[config.mk]
export PLATFORM = sky130hd
export DESIGN_NAME = arbitro_somador_sinal
export DESIGN_NICKNAME = d
export VERILOG_FILES = /design/src/rtl/arbitro_somador_sinal.sv
export SDC_FILE = /design/constraint.sdc
export NUM_CORES = 1
export LEC_CHECK = 0
export CAP_MARGIN = 20
export CORE_MARGIN = 2
export CORE_UTILIZATION = 51
export DETAILED_ROUTE_END_ITERATION = 10
export GPL_TIMING_DRIVEN = 0
export PLACE_DENSITY = 0.84
export SYNTH_ARGS = -nofsm -noshare
export SYNTH_HDL_FRONTEND = slang
export SYNTH_SLANG_ARGS = --single-unit
[constraint.sdc]
create_clock -name clk -period 3.6 [get_ports clk]
set_input_delay 0.72 -clock clk [delete_from_list [all_inputs] [get_ports clk]]
set_output_delay 0.72 -clock clk [all_outputs]
set_load 0.01 [all_outputs]
[src/rtl/arbitro_somador_sinal.sv]
// arbitro_somador_sinal: round-robin arbiter and sequencer for the shared
// mixed-sign 8-bit adder. Two requesters submit (A, B, codigo) over
// valid/ready. One operation is in flight at a time. The result is returned
// with the owner ID, the carry and the signed-overflow flags on a
// back-pressured response port.
//
// Ports:
//   clk, rst                    clock (rising edge), synchronous active-high reset
//   req_valid[1:0]              requester i presents an operation
//   req_ready[1:0]              combinational one-hot grant, idle state only
//   req_a0/1, req_b0/1          8-bit operands per requester
//   req_codigo0/1               2-bit operation code per requester
//   resp_valid/resp_ready       response handshake
//   resp_id                     owner of the result
//   resp_dado                   result mod 256
//   resp_carry                  bit 8 of A + Bext
//   resp_ovf                    signed overflow (code 00 only)
//   contador_ops                completed responses, wraps at 256
module arbitro_somador_sinal (
  input  logic       clk,
  input  logic       rst,
  input  logic [1:0] req_valid,
  output logic [1:0] req_ready,
  input  logic [7:0] req_a0,
  input  logic [7:0] req_a1,
  input  logic [7:0] req_b0,
  input  logic [7:0] req_b1,
  input  logic [1:0] req_codigo0,
  input  logic [1:0] req_codigo1,
  output logic       resp_valid,
  input  logic       resp_ready,
  output logic       resp_id,
  output logic [7:0] resp_dado,
  output logic       resp_carry,
  output logic       resp_ovf,
  output logic [7:0] contador_ops
);

  localparam int unsigned DW = 8;

  typedef enum logic [1:0] {
    OCIOSO = 2'd0,
    CALC   = 2'd1,
    RESP   = 2'd2
  } estado_t;

  estado_t         estado;
  logic            prio;
  logic            op_id;
  logic [DW-1:0]   op_a;
  logic [DW-1:0]   op_b;
  logic [1:0]      op_codigo;

  logic            ganhador;
  logic [1:0]      concessao;
  logic [DW-1:0]   b_ext;
  logic [DW:0]     soma;
  logic            ovf_calc;

  // Grant selection: prio breaks ties, a lone requester always wins.
  always_comb begin
    ganhador  = 1'b0;
    concessao = 2'b00;
    if (req_valid == 2'b11) begin
      ganhador = prio;
    end else begin
      ganhador = req_valid[1];
    end
    if (!rst && (estado == OCIOSO) && (req_valid != 2'b00)) begin
      concessao[ganhador] = 1'b1;
    end
  end

  assign req_ready = concessao;

  // Operand B extension by code, then the shared 9-bit add.
  always_comb begin
    b_ext = {4'b0000, op_b[3:0]};
    case (op_codigo)
      2'b00:   b_ext = {{4{op_b[3]}}, op_b[3:0]};
      2'b10:   b_ext = op_b;
      default: b_ext = {4'b0000, op_b[3:0]};
    endcase
    soma     = {1'b0, op_a} + {1'b0, b_ext};
    ovf_calc = (op_codigo == 2'b00) && (op_a[DW-1] == b_ext[DW-1])
               && (soma[DW-1] != op_a[DW-1]);
  end

  // Sequencer: accept in OCIOSO, register the sum in CALC, hold in RESP.
  always_ff @(posedge clk) begin
    if (rst) begin
      estado       <= OCIOSO;
      prio         <= 1'b0;
      op_id        <= 1'b0;
      op_a         <= '0;
      op_b         <= '0;
      op_codigo    <= 2'b00;
      resp_valid   <= 1'b0;
      resp_id      <= 1'b0;
      resp_dado    <= '0;
      resp_carry   <= 1'b0;
      resp_ovf     <= 1'b0;
      contador_ops <= '0;
    end else begin
      case (estado)
        OCIOSO: begin
          if (req_valid != 2'b00) begin
            op_id     <= ganhador;
            op_a      <= ganhador ? req_a1 : req_a0;
            op_b      <= ganhador ? req_b1 : req_b0;
            op_codigo <= ganhador ? req_codigo1 : req_codigo0;
            prio      <= ~ganhador;
            estado    <= CALC;
          end
        end
        CALC: begin
          resp_dado  <= soma[DW-1:0];
          resp_carry <= soma[DW];
          resp_ovf   <= ovf_calc;
          resp_id    <= op_id;
          resp_valid <= 1'b1;
          estado     <= RESP;
        end
        RESP: begin
          if (resp_ready) begin
            resp_valid   <= 1'b0;
            contador_ops <= contador_ops + 8'd1;
            estado       <= OCIOSO;
          end
        end
        default: estado <= OCIOSO;
      endcase
    end
  end

endmodule

==> flow_results.org, run 1 <==
** Logic synthesis
- After synthesis, the largest family of logic cells by area is simple AND/OR/NAND/NOR gates.
- The synthesized design contains 42 register bits.
- Post-synthesis area per instance :: approximately 9 µm²
- Of the total synthesized cell area, the portion taken by full adders, half adders and majority gates is 0.06088.
- The fraction of the mapped netlist area in compound gates is 0.1809.
- Number of enable-type register cells in the synthesized netlist :: 0
- Cell taking the most area after synthesis :: sky130_fd_sc_hd__dfxtp_1
- Total nets after synthesis :: 298
- The Yosys step of the flow raised 0 warnings.
- Share of flip-flops with an asynchronous set or reset :: 0
- Netlist Area Pre-Place :: 2178 µm²
- Top FF cell, synth :: sky130_fd_sc_hd__dfxtp_1
- Of the total synthesized cell area, the portion taken by AND, OR, NAND and NOR gates is 0.2074.
- XOR/XNOR share of the synthesized area :: 0.02814
- Of the post-synthesis cell area, the dominant cell type holds 0.3860.
- Fraction of synthesized area in multiplexers :: 0.08271
- Yosys cell types :: 41
- Sorting the synthesized cells by area gives the leading types as sky130_fd_sc_hd__dfxtp_1 (39%), sky130_fd_sc_hd__mux2i_1 (8.3%), sky130_fd_sc_hd__a211oi_1 (6.5%).
- Sequential area share after synthesis :: 0.3860
- The cell count after synthesis came out at 247.

** Route
- Remaining antenna violation count after routing :: 0
- Drc violations :: 0
- The first detailed-routing pass took 4 iterations.
- Across all layers, the routed design uses about 2,000 vias.
- After detailed routing, the average wire length per cell comes to 13.26 µm.
- For this block, the initial DRC count from the detailed router was 63.
- DRT Wirelength :: 4866 µm
- Using the TritonRoute via totals, the vias-per-cell ratio works out to 5.466.

** Clock network
- Number of gates resized after cts :: 0
- Post CTS Setup Buffer Count :: 0
- After clock tree synthesis, the clock-pin slew on the worst setup and hold paths is 80 ps.
- Counting along the longest clock path gives a buffer depth of 2.
- CTS root buffer :: sky130_fd_sc_hd__clkbuf_8
- TritonCTS Sinks :: 42
- Worst skew pair latency :: 300 ps
- TritonCTS clock tree :: done
- The H-tree was split into 2 levels.
- TritonCTS created 5 clock buffers.
- Hold-fix buffers, CTS :: 0

** Cells and area
- The finished layout holds 367 standard cells, fillers aside.
- Of the cells placed in the final design, the portion with a size suffix greater than 1 is 0.07886.
- Layout overhead on the synthesized area :: 35.73%
- Fill cell instance count of the final layout :: 331
- The sequential cells in the finished layout cover a total of 840.8 µm².
- After the last flow step, the layout net total stands at ~370.
- In the final layout, the multi-input gates occupy ~1200 µm².
- The number of antenna diodes in the final layout is 0.

** Timing
- Max Freq :: 0.3192 GHz
- The count of pins over their slew limit came to 0.
- Setup violations remaining at the end of the flow were counted as 0.
- The clock arrives with 7.448 ps of skew.
- Dividing the final minimum period by the clock period gives 0.8702.
- Relative slew slack :: 0.6666
- Once routing completed, OpenROAD measured the worst setup slack at 467.3 ps.
- Worst Tran Pin Value :: 500.1 ps
- RSZ-0062 raised after global routing :: false
- The clock period could shrink to 3133 ps.
- Hold violation count in the final report :: 0
- The tightest hold path in the finished design has a slack of 452.7 ps.
- TNS Setup :: 0 ps

** Floorplanning
- Top-level I/O count :: 63
- The initialized floorplan defines 23 standard-cell rows.
- Die outline area :: 4810 µm²
- Initial core utilization :: 0.5368
- The core region is 4058 µm².
- In this run the vertical extent of the chip is 69.36 µm.
- From left edge to right edge, the die measures between 60 and 70 µm.

** Placed design
- During placement, the flow inserted port buffers numbering 62.
- Final RePlAce weighted congestion :: slightly below 0.8
- Detailed placement ended at an HPWL of between 3000 and 4000 µm.
- Post-placement setup slack :: 476.6 ps
- The number of placed instances, taps included, is 359.

** Run status
- Run status :: complete, no violations

** Global routing
- Across every metal layer, demand over resource in global routing totals 0.2120.
- GR Util met2 :: 0.3868
- Layer carrying the most global-route usage :: met2
- Number of antenna violations at the first check in global routing :: 0
- Fraction of met3 tracks used by global routing :: 0.05959
- For met1 alone, demand over resource in global routing was 0.2298.
- Via count of the first global-routing pass :: about 2,000
- Maximum number of pins on one net before global-route repair :: 14
- First-pass GRT wire length :: roughly 8400 µm
- Summed over all layers, the global routing overflow is 0.

** Worst setup path
- Worst Path Max Fanout :: 10
- Data arrives at the worst endpoint at 2410 ps.
- In this run the critical register-to-register path is launched from op_codigo[1].
- Worst reg2reg path endpoint :: resp_carry
- In this run the register-to-register setup slack is 1500 ps.
- For the worst setup path, the data required time is 2880 ps.
- The critical path is of the primary input to primary output type.
- The worst setup path is launched from a primary input.
- The worst setup path is captured at a primary output.
- Counting cells, the worst reg-to-reg path comes to 7.

** Min path
- The tightest min-delay check is of the flip-flop to flip-flop type.
- Hold path start :: resp_dado[3]
- The worst hold path terminates at resp_dado[3].
- Number of cells on the worst hold path :: 2

** Pwr
- The worst-case IR drop observed on VDD is between 200 and 250 µV.
- For this design the static power due to leakage is 1.166 nW.
- Ratio of total power to cell area :: 393.9 nW/µm²

** Job
- Max-cap violations in this run came to 0.
==> kinds of logic after synthesis <==
family / after synthesis
buffers and inverters: 20
adder cells (fa/ha/maj): 10
XOR/XNOR: 7
AND/OR/NAND/NOR: 91
flip-flops: 42
AO/OA/AOI/OAI: 59
multiplexers: 18
==> through the flow <==
step                  util  total power [mW]  area, µm²
finish              0.7286             1.164       2957
global route        0.7286             1.231       2957
CTS                 0.7286             1.172       2957
detailed placement  0.7052            0.8578       2861
global placement    0.7052            0.8471       2861
floorplan                -            0.7388       2178
==> worst max-delay path by stage <==
stage / from / endpoint
after floorplan: req_valid[0] / req_ready[0]
after global placement: rst / req_ready[0]
after detailed placement: rst / req_ready[0]
after CTS: rst / req_ready[0]
after global routing: rst / req_ready[0]
final: rst / req_ready[0]
==> power by group <==
part           total, mW  internal [mW]  switching (mW)
Clock              0.314          0.154           0.160
Sequential         0.539          0.507          0.0322
Combinational      0.311          0.162           0.150
==> cells in the mapped netlist (all sizes together), types with 2 or more instances <==
master,number
a211oi,20
a21oi,20
and3,2
buf,11
clkbuf,4
dfxtp,42
ha,9
inv,5
mux2i,18
nand2,19
nand2b,2
nand3,4
nand3b,8
nand4,3
nor2,33
nor3,8
o211ai,2
o21a,2
o21ai,8
o311ai,3
o31a,2
or2,2
or3,3
xnor2,4
xor2,3
==> layout make-up <==
cell class / count / area share
sequential: 42 / 0.2844
clock buffer: 6 / 0.02793
buffer: 15 / 0.03343
inverter: 5 / 0.006348
timing repair buffer: 62 / 0.2099
tap: 50 / 0.02116
clock inverter: 2 / 0.004232
multi-input combinational: 185 / 0.4126
==> metal layers <==
metal	share of wire	vias to the layer above
li1	-	1029
met1	0.42	903
met2	0.50	64
met3	0.054	10
met4	0.021	0
met5	0	-
==> layout by cell type (no fill, tap or decap), drive strengths merged, types with 3 or more instances in the layout <==
cell type      count
nor3               8
clkbuf            10
or3                3
a21oi             20
nand4              3
inv                5
nand3b             8
a211oi            20
buf               11
xnor2              4
o311ai             3
ha                 9
nand2             19
xor2               3
nand3              4
nor2              33
o21ai              8
dfxtp             42
mux2i             18
clkdlybuf4s50     62
==> registers in the layout, indices dropped and copies added (netlist names), 2 cells and up <==
register / flops
resp_dado: 8
op_b: 8
op_codigo: 2
estado: 2
op_a: 8
contador_ops: 8
==> critical path, cell delays in order <==
cell and delay [ps]:
sky130_fd_sc_hd__clkdlybuf4s50_1 560, sky130_fd_sc_hd__clkbuf_1 380, sky130_fd_sc_hd__nor2_1 110, sky130_fd_sc_hd__and2_1 160, sky130_fd_sc_hd__clkdlybuf4s50_1 480
Note: power is estimated with default switching activity, not from simulation.
==> run 2, diff against run 1 <==
--- a/config.mk
+++ b/config.mk
@@ -7,10 +7,10 @@
 export LEC_CHECK = 0
 export CAP_MARGIN = 20
 export CORE_MARGIN = 2
-export CORE_UTILIZATION = 51
+export CORE_UTILIZATION = 47
 export DETAILED_ROUTE_END_ITERATION = 10
 export GPL_TIMING_DRIVEN = 0
-export PLACE_DENSITY = 0.84
+export PLACE_DENSITY = 0.78
 export SYNTH_ARGS = -nofsm -noshare
 export SYNTH_HDL_FRONTEND = slang
 export SYNTH_SLANG_ARGS = --single-unit
==> constraint.sdc (replaced) <==
create_clock -name clk -period 2.9 [get_ports clk]
set_input_delay 0.58 -clock clk [delete_from_list [all_inputs] [get_ports clk]]
set_output_delay 0.58 -clock clk [all_outputs]
set_load 0.01 [all_outputs]
==> flow_results.org, run 2 (same netlist as run 1, synthesis figures left out) <==
** Global routing
- Overall track demand over capacity in global routing :: 0.1943 (was 0.2120)
- Aggregate global routing overflow :: 0 (unchanged)
- The largest net degree at the start of global routing is 13 (was 14).
- Via count of the first global-routing pass :: 1,800 (was 1,994)
- Number of antenna violations at the first check in global routing :: 0 (unchanged)
- First-pass GRT wire length :: 8017 µm (was 8397 µm)

** Floorplanning
- The height of the die is 72.08 µm (was 69.36 µm).
- DIE WIDTH :: 72.08 µm (was 69.36 µm)
- Placeable core region :: 4414 µm² (was 4058 µm²)
- Die outline area :: 5196 µm² (was 4810 µm²)
- Initial core utilization :: 0.4935 (was 0.5368)
- Number of rows in the core area :: 24 (was 23)
- Top-level I/O count :: 63 (unchanged)

** Worst setup path
- The cell count of the worst reg-to-reg path is 7 (unchanged).
- CP most frequent cell :: sky130_fd_sc_hd__clkdlybuf4s50_1 (unchanged)
- The arrival time of the worst setup path came to 2180 ps (was 2410 ps).
- Kind of cell adding the most delay to the critical path :: buffers and inverters (unchanged)
- Critical Path End Type :: primary output (unchanged)
- The top fanout value on the critical path was 10 (unchanged).
- The critical setup path kind is primary input to primary output (unchanged).
- The number of buffer and inverter instances along the worst setup path came to 3 (unchanged).
- Worst-path cell chain: clkdlybuf4s50_1 > clkbuf_1 > nor3_1 > clkdlybuf4s50_1 (was clkdlybuf4s50_1 > clkbuf_1 > nor2_1 > and2_1 > clkdlybuf4s50_1).
- The cell count along the critical path is 4 (was 5).
- The standard cell with the maximum stage delay on the critical path is sky130_fd_sc_hd__clkdlybuf4s50_1 (unchanged).
- The biggest cell delay along the critical path is 560 ps (about the same).
- WP data required :: 2320 ps (was 2880 ps)
- Internal reg-to-reg setup slack :: 910 ps (was 1500 ps)
- Crit start category :: primary input (unchanged)

** Pwr
- The total net switching power is 409.2 µW (was 342.2 µW).
- The fraction of power spent switching nets came to 0.2767 (was 0.2938).
- The part of the total power dissipated in sequential elements came to 0.452 (was 0.463).
- Internal power summed over all cells :: 1.070 mW (was 822.3 µW)
- Leakage power total :: 1.180 nW (was 1.166 nW)
- Proportion of power drawn by combinational gates :: 0.258 (was 0.267)
- Peak ir drop on the vdd network :: 228.2 µV (was 223.7 µV)
- The total power divided by cell area is 497.1 nW/µm² (was 393.9 nW/µm²).
- PnR Total Power :: 1.479 mW (was 1.164 mW)
- Proportion of power drawn by the clock network :: 0.290 (was 0.270)

** Timing
- RSZ-0062 raised after global routing :: false (unchanged)
- The count of pins over their slew limit came to 0 (unchanged).
- Worst Tran Pin Value :: 509.9 ps (was 500.1 ps)
- Clock Skews :: 3.078 ps (was 7.448 ps)
- After layout, the minimum clock period comes to approximately 2800 ps.
- Hold violation count in the final report :: 0 (unchanged)
- The worst-case hold slack came to 459.1 ps (was 452.7 ps).
- The worst-case setup margin in the final layout came to 143.5 ps (was 467.3 ps).
- Relative slew slack :: 0.6601 (was 0.6666)
- Of the available clock period, the critical path in the final layout requires 0.9505.
- The aggregate negative setup slack was 0 ps (unchanged).
- Max Freq :: 0.3628 GHz
- The final-report setup violation count was 0 (unchanged).

** Clock network
- Worst skew pair latency :: 290 ps (was 300 ps)
- CTS root buffer :: sky130_fd_sc_hd__clkbuf_8 (unchanged)
- CTS max path bufs :: 2 (unchanged)
- The TritonCTS clock tree is done (unchanged).
- Number of levels in the clock H-tree :: 2 (unchanged)
- TritonCTS Sinks :: 42 (unchanged)
- The number of hold buffers added after cts was 0 (unchanged).
- The clock buffer count from CTS is 5 (unchanged).
- The clock slew at the register clock pins of the worst setup and hold paths was 70 ps (was 80 ps).

** Cells and area
- Fill cell instance count of the final layout :: 394 (was 331)
- The utilization after layout came to 0.6740 (was 0.7286).
- The diode insertion count for antenna repair came to 0 (unchanged).
- The non-filler instance count after layout came to 369 (was 367).
- Most frequent standard cell in the layout excluding fill and tap cells :: sky130_fd_sc_hd__clkdlybuf4s50_1 (unchanged)
- Final standard cell area without fillers :: 2975 µm² (was 2957 µm²)
- The layout net count is 367 (unchanged).
- The growth of design area from synthesis to finish was 36.59% (was 35.73%).
- Highest-count cells in the layout ignoring fill and taps :: sky130_fd_sc_hd__clkdlybuf4s50_1 (62), sky130_fd_sc_hd__dfxtp_1 (42), sky130_fd_sc_hd__nor2_1 (33) (unchanged)
- Share of final-layout standard cells stronger than drive strength 1 :: 0.08202 (was 0.07886)

** Min path
- The instance count along the most critical hold path is 2 (unchanged).
- Path type of the worst min-delay path :: flip-flop to flip-flop (unchanged)

** Placed design
- The total placed instance area was 2864 µm² (was 2861 µm²).
- Post-placement setup slack :: 92.31 ps (was 476.6 ps)
- The weighted congestion reported at the end of routability-driven placement is 0.7955 (was 0.7828).
- # port buffers :: 62 (unchanged)
- Placed wire-length estimate :: 3705 µm (was 3850 µm)
- The number of placed cells counting well taps is 361 (was 359).

** Route
- The DRC violations left came to 0 (unchanged).
- Average via count per standard cell :: 5.371 (was 5.466)
- The wire length after detailed routing is 4629 µm (was 4866 µm).
- Remaining antenna violation count after routing :: 0 (unchanged)
- Via count :: 1,982 (was 2,006)
- The routed length on met3 was 247 µm (was 261 µm).
- Violation count after the first detailed-route iteration :: 78 (was 63)
- The routed length on met2 came to 2206 µm (was 2435 µm).
- The number of detailed-routing iterations run before antenna repair is 4 (unchanged).
- The highest signal layer in the routed design was met4 (unchanged).
- The detailed-route wire length on metal 1 was 2105 µm (was 2067 µm).
- The detailed-route wire length per cell came to 12.54 µm (was 13.26 µm).

** Run status
- Run status: complete, no violations (unchanged).

** Job
- The count of max-cap constraint violations came to 0 (unchanged).
## run 2: cell count changes in the layout (fill, tap and decap cells not counted), sizes merged
cell | before | now
clkbuf | 10 | 12
clkinvlp | 1 | 0
clkinv | 1 | 0
## run 2: what timing repair did
action | CTS | global route
gates resized for setup | 0 | 2
endpoints found under the setup margin | 0 | 1
buffers inserted | 0 | 0
## run 2: worst register-to-register path, stage by stage (launching register included)
cell,delay [ps]
sky130_fd_sc_hd__dfxtp_1,440
sky130_fd_sc_hd__nand2b_1,210
sky130_fd_sc_hd__a21oi_1,90
sky130_fd_sc_hd__ha_1,330
sky130_fd_sc_hd__a21oi_1,210
sky130_fd_sc_hd__o21ai_0,190
sky130_fd_sc_hd__or3_1,380
sky130_fd_sc_hd__nand3_1,80
## run 2: layout make-up
class | count | area, µm² | area share
flip-flops and latches | 42 | 840.8 | 0.2826
inverters | 5 | 18.77 | 0.006308
clock buffers | 8 | 110.1 | 0.03701
repair buffers | 62 | 620.6 | 0.2086
well taps | 52 | 65.06 | 0.02187
multi-input cells | 185 | 1220 | 0.4100
plain buffers | 15 | 100.1 | 0.03364
## run 2: power by group through the flow
| stage | combinational [mW] | sequential, mW | clock [mW] |
|---|---|---|---|
| 2_1_floorplan | 0.240 | 0.678 | 0 |
| 3_3_place_gp | 0.375 | 0.679 | 0 |
| 3_5_place_dp | 0.381 | 0.680 | 0 |
| 4_1_cts | 0.384 | 0.667 | 0.441 |
| 5_1_grt | 0.423 | 0.676 | 0.465 |
| 6_report | 0.381 | 0.668 | 0.430 |
## run 2: path summary, 6_finish.rpt
check | startpoint | to
worst max-delay path | rst | req_ready[1]
worst min register to register | resp_dado[2] | resp_dado[2]
worst max register to register | op_codigo[1] | resp_ovf
worst min-delay path | resp_dado[2] | resp_dado[2]
## run 2: metal layers
layer | vias to the layer above | track usage
met5 | - | 0
met3 | 7 | 0.05417
li1 | 1025 | -
met1 | 885 | 0.2346
met4 | 0 | 0.06289
met2 | 65 | 0.3333
==> run 3, diff against run 2 <==
--- a/config.mk
+++ b/config.mk
@@ -9,7 +9,6 @@
 export CORE_MARGIN = 2
 export CORE_UTILIZATION = 47
 export DETAILED_ROUTE_END_ITERATION = 10
-export GPL_TIMING_DRIVEN = 0
 export PLACE_DENSITY = 0.78
 export SYNTH_ARGS = -nofsm -noshare
 export SYNTH_HDL_FRONTEND = slang
==> flow_results.org, run 3 (same netlist as run 1, synthesis figures left out) <==
** Run status
- Run status: complete, no violations (unchanged).

** Timing
- The final-report setup violation count is 0 (unchanged).
- The worst-case hold slack came to 457.6 ps (was 459.1 ps).
- The part of the cycle the worst path needs is 0.9359 (was 0.9505).
- The count of final hold-check violations is 0 (unchanged).
- The worst setup skew after layout was 5.764 ps (was 3.078 ps).
- Relative slew slack :: 0.5821 (was 0.6601)
- RSZ-0062 raised after global routing :: false (unchanged)
- The transition time at the pin with the least slew margin was 626.9 ps (was 509.9 ps).
- The aggregate negative setup slack is 0 ps (unchanged).
- The time the final worst path needs with I/O delays and setup was 2714 ps (was 2757 ps).
- The count of pins over their slew limit came to 0 (unchanged).
- The worst-case setup margin in the final layout was 185.8 ps (was 143.5 ps).
- Max Freq :: 0.3684 GHz (was 0.3628 GHz)

** Global routing
- The number of antenna violations at the first check in global routing is 0 (unchanged).
- The aggregate global routing overflow came to 0 (unchanged).
- First-pass GRT wire length :: 7534 µm (was 8017 µm)
- Overall track demand over capacity in global routing :: 0.1796 (was 0.1943)
- The number of global-route vias before repair was 1,705 (was 1,800).
- Maximum number of pins on one net before global-route repair :: 38 (was 13)

** Worst setup path
- The number of buffer and inverter instances along the worst setup path came to 2 (was 3).
- The critical path startpoint category is a primary input (unchanged).
- Critical Path End Type :: primary output (unchanged)
- The cell with the most instances on the worst path was sky130_fd_sc_hd__clkdlybuf4s50_1 (unchanged).
- The required time at the endpoint of the critical path is 2320 ps (about the same).
- The biggest cell delay along the critical path came to 470 ps (was 560 ps).
- The critical setup path kind is primary input to primary output (unchanged).
- Worst-path cell chain :: clkdlybuf4s50_1 > o21ai_0 > nor2_1 > and2_1 > clkdlybuf4s50_1 (was clkdlybuf4s50_1 > clkbuf_1 > nor3_1 > clkdlybuf4s50_1)
- Slowest cell on the critical path :: sky130_fd_sc_hd__clkdlybuf4s50_1 (unchanged)
- Worst Path Max Fanout :: 4 (was 10)
- Crit path DAT :: 2130 ps (was 2180 ps)
- The critical path's top delay family was buffers and inverters (unchanged).

** Clock network
- TritonCTS clock tree :: done (unchanged)
- Number of levels in the clock H-tree :: 2 (unchanged)
- Register clock-pin slew on the reported worst setup and hold paths :: 70 ps (about the same)
- The number of gates resized after cts was 0 (unchanged).
- CTS max path bufs :: 2 (unchanged)
- CTS root buffer :: sky130_fd_sc_hd__clkbuf_8 (unchanged)
- The clock buffer count from CTS came to 5 (unchanged).
- The total setup buffers inserted after CTS was 0 (unchanged).
- The number of hold buffers added after cts came to 0 (unchanged).
- The number of clock sinks was 42 (unchanged).
- Worst skew pair latency :: 290 ps (about the same)

** Placed design
- Cell count after placement :: 350 (was 361)
- Placed wire-length estimate :: 3224 µm (was 3705 µm)
- Final RePlAce weighted congestion :: 0.7788 (was 0.7955)
- Post-placement setup slack :: 203.4 ps (was 92.31 ps)
- The total placed instance area came to 2795 µm² (was 2864 µm²).
- # port buffers :: 62 (unchanged)

** Cells and area
- Fill cell instance count of the final layout :: 380 (was 394)
- Final Non-Filler Cells :: 358 (was 369)
- The design area was 2887 µm² (was 2975 µm²).
- The diode insertion count for antenna repair is 0 (unchanged).
- Most frequent standard cell in the layout excluding fill and tap cells :: sky130_fd_sc_hd__clkdlybuf4s50_1 (unchanged)
- Highest-count cells in the layout ignoring fill and taps: sky130_fd_sc_hd__clkdlybuf4s50_1 (62), sky130_fd_sc_hd__dfxtp_1 (42), sky130_fd_sc_hd__nor2_1 (33) (unchanged).
- Layout overhead on the synthesized area :: 32.51% (was 36.59%)
- The layout net count is 356 (was 367).
- Share of final-layout standard cells stronger than drive strength 1 :: 0.05882 (was 0.08202)

** Floorplanning
- Initial core utilization :: 0.4935 (unchanged)
- Top-level I/O count :: 63 (unchanged)
- Number of rows in the core area :: 24 (unchanged)
- The area enclosed by the die boundary came to 5196 µm² (unchanged).
- DIE WIDTH :: 72.08 µm (unchanged)
- Height of the die :: 72.08 µm (unchanged)
- The total core area was 4414 µm² (unchanged).

** Pwr
- Ratio of total power to cell area :: 488.3 nW/µm² (was 497.1 nW/µm²)
- The leakage power summed over all cells came to 1.131 nW (was 1.180 nW).
- The worst voltage drop across the vdd grid was 201.2 µV (was 228.2 µV).

** Min path
- Path type of the worst min-delay path :: flip-flop to flip-flop (unchanged)

** Route
- The wire length after detailed routing is 4295 µm (was 4629 µm).
- The DRC marker count from the first detailed-route iteration is 114 (was 78).
- Detail-routed net length per standard cell :: 12.00 µm (was 12.54 µm)
- The number of detailed-routing iterations run before antenna repair is 4 (unchanged).
- Via count :: 1,890 (was 1,982)
- The number of vias per cell after detailed routing came to 5.279 (was 5.371).
- The DRC violations left is 0 (unchanged).
- Remaining antenna violation count after routing :: 0 (unchanged)

** Job
- The count of max-cap constraint violations was 0 (unchanged).
## run 3: per-stage QoR
step,utilization,power [mW]
floorplan,-,0.9171
global placement,0.6332,1.028
detailed placement,0.6332,1.036
CTS,0.6539,1.420
global route,0.6539,1.501
finish,0.6539,1.410
## run 3: final timing paths
path	from	endpoint	slack, ps	depth (start not counted)
max	req_valid[1]	req_ready[0]	190	5
min	op_id	op_id	460	2
max reg2reg	op_codigo[1]	resp_ovf	950	7
min reg2reg	op_id	op_id	460	2
## run 3: routing by layer
layer / wire, µm / GRT usage / vias up
met4: 63 / 0.07547 / 0
met3: 246 / 0.03750 / 6
met1: 2043 / 0.2316 / 823
li1: - / - / 1001
met5: 0 / 0 / -
met2: 1941 / 0.2915 / 60
## run 3: worst reg2reg max path, delay by kind of cell (launching register included)
family                   cells  cell delay (ps)
AND/OR/NAND/NOR              3              670
AO/OA/AOI/OAI                3              470
flip-flops                   1              430
adder cells (fa/ha/maj)      1              330
## run 3: area by class of cell
cell class                 count  area [µm²]  area share
sequential                    42       840.8      0.2913
clock buffer                   7       86.33     0.02991
tap                           52       65.06     0.02254
inverter                       5       18.77    0.006502
clock inverter                 1       5.005    0.001734
multi-input combinational    185        1220      0.4226
timing repair buffer          66       650.6      0.2254
## run 3: where the power goes
| group | internal [mW] | switching [mW] |
|---|---|---|
| Combinational | 0.185 | 0.171 |
| Sequential | 0.629 | 0.0380 |
| Clock | 0.192 | 0.194 |
